--- config.mk ---
export PLATFORM = sky130hd
export DESIGN_NAME = data_cache
export DESIGN_NICKNAME = d
export VERILOG_FILES = /design/src/rtl/data_cache.sv
export SDC_FILE = /design/constraint.sdc
export NUM_CORES = 1
export LEC_CHECK = 0
export ABC_AREA = 1
export ABC_CLOCK_PERIOD_IN_PS = 6490
export CORE_MARGIN = 4
export CORE_UTILIZATION = 30
export CTS_CLUSTER_SIZE = 14
export DETAILED_ROUTE_END_ITERATION = 10
export PLACE_DENSITY = 0.45
export SETUP_SLACK_MARGIN = 0.02
export SKIP_CTS_REPAIR_TIMING = 1
export SLEW_MARGIN = 20
export SYNTH_ARGS = -nofsm -noshare
export SYNTH_HDL_FRONTEND = slang
export SYNTH_SLANG_ARGS = --single-unit
export TNS_END_PERCENT = 5
--- constraint.sdc ---
create_clock -name CLK -period 6.49 [get_ports CLK]
set_input_delay 1.947 -clock CLK [delete_from_list [all_inputs] [get_ports CLK]]
set_output_delay 1.947 -clock CLK [all_outputs]
set_load 0.005 [all_outputs]
--- src/rtl/data_cache.sv ---
// data_cache: direct-mapped, write-back, write-allocate data cache between the CPU
// load/store path and a block-wide data memory with a busy handshake.
//   CLK, RESET          clock (posedge) and asynchronous active-high reset
//   read, write         CPU load/store request (both high = store)
//   address, writedata  CPU word address and store data
//   readdata            load data: combinational on a read hit, held otherwise
//   busy                stall; CPU must hold its request while high
//   mem_read/mem_write  block refill / victim writeback request
//   mem_addr            block address {tag,index}
//   mem_writedata       victim block, word 0 in LSBs
//   mem_readdata        refill block, word 0 in LSBs
//   mem_busy            memory transfer in progress
module data_cache #(
    parameter int unsigned DATA_W         = 8,
    parameter int unsigned ADDR_W         = 8,
    parameter int unsigned NUM_LINES      = 8,
    parameter int unsigned WORDS_PER_LINE = 4
) (
    input  logic                               CLK,
    input  logic                               RESET,
    input  logic                               read,
    input  logic                               write,
    input  logic [ADDR_W-1:0]                  address,
    input  logic [DATA_W-1:0]                  writedata,
    output logic [DATA_W-1:0]                  readdata,
    output logic                               busy,
    output logic                               mem_read,
    output logic                               mem_write,
    output logic [ADDR_W-$clog2(WORDS_PER_LINE)-1:0] mem_addr,
    output logic [DATA_W*WORDS_PER_LINE-1:0]   mem_writedata,
    input  logic [DATA_W*WORDS_PER_LINE-1:0]   mem_readdata,
    input  logic                               mem_busy
);
    localparam int unsigned OFF = $clog2(WORDS_PER_LINE);
    localparam int unsigned IDX = $clog2(NUM_LINES);
    localparam int unsigned TAG = ADDR_W - IDX - OFF;

    typedef enum logic [1:0] {StIdle, StWriteback, StAllocate, StUpdate} state_e;

    state_e                r_state, w_state_d;
    logic [NUM_LINES-1:0]  r_valid, r_dirty;
    logic [TAG-1:0]        r_tag  [NUM_LINES];
    logic [DATA_W-1:0]     r_data [NUM_LINES][WORDS_PER_LINE];
    logic [DATA_W-1:0]     r_readdata;

    logic [OFF-1:0]        w_off;
    logic [IDX-1:0]        w_idx;
    logic [TAG-1:0]        w_tag;
    logic                  w_request, w_hit, w_rd_hit, w_wr_hit;
    logic [DATA_W-1:0]     w_word;

    assign w_off     = address[OFF-1:0];
    assign w_idx     = address[OFF +: IDX];
    assign w_tag     = address[ADDR_W-1 -: TAG];
    assign w_request = read | write;
    assign w_hit     = r_valid[w_idx] && (r_tag[w_idx] == w_tag);
    assign w_word    = r_data[w_idx][w_off];
    assign w_rd_hit  = (r_state == StIdle) && read && !write && w_hit;
    assign w_wr_hit  = (r_state == StIdle) && write && w_hit;

    always_comb begin
        w_state_d     = r_state;
        busy          = 1'b0;
        mem_read      = 1'b0;
        mem_write     = 1'b0;
        mem_addr      = {w_tag, w_idx};
        mem_writedata = '0;
        for (int w = 0; w < WORDS_PER_LINE; w++) begin
            mem_writedata[w*DATA_W +: DATA_W] = r_data[w_idx][w];
        end
        unique case (r_state)
            StIdle: begin
                // Miss raises busy in the same cycle the request is seen.
                if (w_request && !w_hit) begin
                    busy      = 1'b1;
                    w_state_d = (r_valid[w_idx] && r_dirty[w_idx]) ? StWriteback : StAllocate;
                end
            end
            StWriteback: begin
                busy      = 1'b1;
                mem_write = 1'b1;
                mem_addr  = {r_tag[w_idx], w_idx};
                if (!mem_busy) w_state_d = StAllocate;
            end
            StAllocate: begin
                busy     = 1'b1;
                mem_read = 1'b1;
                if (!mem_busy) w_state_d = StUpdate;
            end
            StUpdate: begin
                busy      = 1'b1;
                w_state_d = StIdle;
            end
            default: w_state_d = StIdle;
        endcase
        // Reset forces the handshake outputs low even while the CPU still requests.
        if (RESET) begin
            busy      = 1'b0;
            mem_read  = 1'b0;
            mem_write = 1'b0;
        end
        readdata = w_rd_hit ? w_word : r_readdata;
    end

    always_ff @(posedge CLK or posedge RESET) begin
        if (RESET) begin
            r_state    <= StIdle;
            r_valid    <= '0;
            r_dirty    <= '0;
            r_readdata <= '0;
        end else begin
            r_state <= w_state_d;
            if (w_rd_hit) r_readdata <= w_word;
            if (w_wr_hit) r_dirty[w_idx] <= 1'b1;
            if (r_state == StUpdate) begin
                r_valid[w_idx] <= 1'b1;
                r_dirty[w_idx] <= 1'b0;
            end
        end
    end

    // Tag and data arrays carry no reset; validity alone qualifies them.
    always_ff @(posedge CLK) begin
        if (w_wr_hit) r_data[w_idx][w_off] <= writedata;
        if (r_state == StUpdate) begin
            r_tag[w_idx] <= w_tag;
            for (int w = 0; w < WORDS_PER_LINE; w++) begin
                r_data[w_idx][w] <= mem_readdata[w*DATA_W +: DATA_W];
            end
        end
    end
endmodule

==> metrics.txt <==
post-DR wirelength/cell around 21 um; fmax between 0.15 and 0.2 GHz; min Tclk post-route ~6600 ps; Pwr per Cell Area ~310 nW/um^2; worst skew pair latency approximately 520 ps; register area share after synthesis between 70% and 80%; Clock Skews ~16 ps; crit path DAT 4630 ps; CP cell instances clkdlybuf4s50_1 -> buf_4 -> buf_4 -> nand2_2 -> nor2_4 -> buf_12 -> clkbuf_16 -> a22oi_1 -> nand4_1 -> nand2_1 -> nand2_1 -> nor2_1 -> buf_4 -> o21ai_2 -> clkdlybuf4s50_1; Synth top cells by count nand2_1 (479), edfxtp_1 (280), a21oi_1 (86); cts bufs inserted 36; Syn Nets ~1.2k; critical path class primary input to output pin; gr ovfl total 0; Multi-input gate area 3312 sq um; post-place setup slack -174.8 ps; combinational power share 16.5%; Die ar. roughly 46000 sq um; synthesis-stage register bit count approximately 300; clock-pin slew on the worst setup and hold paths around 50 ps; H-tree depth 2; clock group share of total power 36.5%; met2 WL post-DR roughly 20 mm; Post-Synth XOR/XNOR Area 0%; Final WS setup -83.62 ps; Die Wd 214.7 um; routed wire length 40.96 mm; Slew @ Worst Pin approximately 940 ps; CP max stage delay around 520 ps; largest net degree at the start of global routing 60; vias in the first global route 9105; DRT iter0 DRCs about 630; Seq. cell area approximately 9100 sq um; via count approximately 9.1k; NetSw around 1.4 mW; Critical Path End Type output pin; post-DR vias/cell ~4.7; Post-Synth Simple-Gate Area 19.49%; NumNets Final ~1.4k; post-synthesis mux area share 0%; filler instances between 4k and 5k; leading post-synthesis cells by cell area edfxtp_1 (66%), nand2_1 (14%), dfrtp_1 (5.1%); final design utilization between 30% and 40%; area leader, netlist edfxtp_1; Adder-Cell Fraction of Synth Area less than 1%; Final Power between 5 and 6 mW; unrepaired setup endpoints after global routing yes; crit path max-delay cell type clkdlybuf4s50_1; Final GP Congestion 0.8049; CTS max path bufs 3; FFs w/ async S/R, synth about 8.5%; most frequent cell after synthesis nand2_1; met3 routed WL slightly below 2 mm; GRT Overall Usage 17.43%; clk root buf clkbuf_16; Max-cap violations 0; crit path max fanout 10; clk sinks approximately 310; Synth Cell Area 12810 sq um; first-pass GRT wire length roughly 60 mm; core area between 40000 and 50000 sq um; cells after synthesis approximately 1.2k; share of cells above drive strength 1 around 15%; Distinct cells, synth 26; P_int around 3.8 mW; startpoint types primary input; Synth Flop Type edfxtp_1; drt drc 0; Starting Density a little under a third; remaining antenna violation count 0; HPWL Detailed 28.01 mm; area share of the leading cell type in the synthesized netlist about two thirds; maximum VDD drop ~0.17 mV; final setup fails 6; share of the clock period used by the worst path 101.3%; Syn-to-layout area delta 29.17%; M1 WL about 19 mm; Mean Syn Cell Area roughly 11 sq um; Net Sw Frac about a quarter; top layer in use met4; number of synthesized flops with an enable pin 280; Hold WC Path Type flip-flop to flip-flop; cell repeated most along the worst path buf_4; status finished, violations left; Port Buffer Count roughly 100; Synth Area in Compound Gates ~5.4%; Flop pwr share between 40% and 50%; die height around 210 um; synth warn 0; Slew headroom a little under two fifths; final hold violations 0; CTS tree yes; Fin Hold WS roughly 470 ps; FP Rows 75; initial antenna violation count 0; Slew Limit Fails 0; Worst Path Required around 4500 ps; I/O pins about 100; Lkg Pwr ~6.4 nW; DR pass1 iterations 5; failing checks negative setup slack; largest family of logic cells by synthesized area simple AND/OR/NAND/NOR gates
## power by group through the flow
stage | Clock (mW) | Sequential (mW) | Combinational (mW)
3_3_place_gp | 0 | 2.48 | 0.859
6_report | 1.90 | 2.44 | 0.858
3_5_place_dp | 0 | 2.48 | 0.863
5_1_grt | 2.02 | 2.45 | 0.955
2_1_floorplan | 0 | 2.47 | 0.416
4_1_cts | 1.94 | 2.44 | 0.867
## routing by layer
layer	GRT usage, %	vias to the layer above
met4	4.344	0
met5	0	-
met2	28.81	215
li1	-	4410
met3	2.777	57
met1	24.17	4398
## placed cells by master, fill, tap and decap left out, types with 4 or more instances in the layout
cell type,count
nand2_1,475
edfxtp_1,280
buf_4,112
clkdlybuf4s50_1,99
a21oi_1,85
inv_1,62
nor2_1,39
clkbuf_16,39
nand4_1,27
nand3_1,27
dfrtp_1,26
a22oi_1,18
o21ai_0,14
clkbuf_1,12
buf_12,12
or2_2,11
nand3_2,9
o21ai_1,8
or2_1,8
clkinv_1,7
nand2_2,5
inv_2,5
ha_1,5
nor2_4,4
clkinv_2,4
## flip-flops by register name, summed over array words and instances (netlist names), named ones only
signal	flops
r_valid	8
r_tag	24
r_data	256
r_readdata	8
r_state	2
r_dirty	1
## stage by stage
stage,TNS (ps),std cells,cell area (sq um)
2_1_floorplan,0,1168,12810
3_3_place_gp,-915.9,1881,15300
3_5_place_dp,-1029,1881,15300
4_1_cts,-1166,1944,16390
5_1_grt,-1293,1948,16550
6_report,-318.2,1949,16550
## final cells by class
class	instances	share of cell area, %
clock inverter	14	0.7107
multi-input combinational	743	20.01
timing repair buffer	228	13.00
antenna	1	0.01512
sequential	306	54.74
clock buffer	49	5.867
inverter	69	1.580
tap	539	4.075
## cells by family (layout without fill, tap and decap cells)
logic type / after synthesis / after routing
buf+inv: 119 / 360
simple gates: 610 / 610
fa+ha+maj: 5 / 5
flops: 306 / 306
compound gates: 128 / 128
other cells: 0 / 1
## worst max-delay path, delay by kind of cell
family / cells / cell delay, ps
buffers and inverters: 7 / 1750
AND/OR/NAND/NOR: 6 / 690
AO/OA/AOI/OAI: 2 / 210
## worst paths after layout
check / startpoint / endpoint / slack [ps] / depth (start not counted)
setup reg to reg: r_tag[4][1] / r_data[3][18] / 3450 / 14
max in group asynchronous: RESET / asynchronous set/reset pin / 4310 / 3
min in group asynchronous: RESET / r_state[1] / 1900 / 3
hold reg to reg: r_valid[5] / r_valid[5] / 470 / 1
setup / recovery: address[4] / readdata[1] / -80 / 15
hold / removal: r_valid[5] / r_valid[5] / 470 / 1
Note: power is estimated with default switching activity, not from simulation.
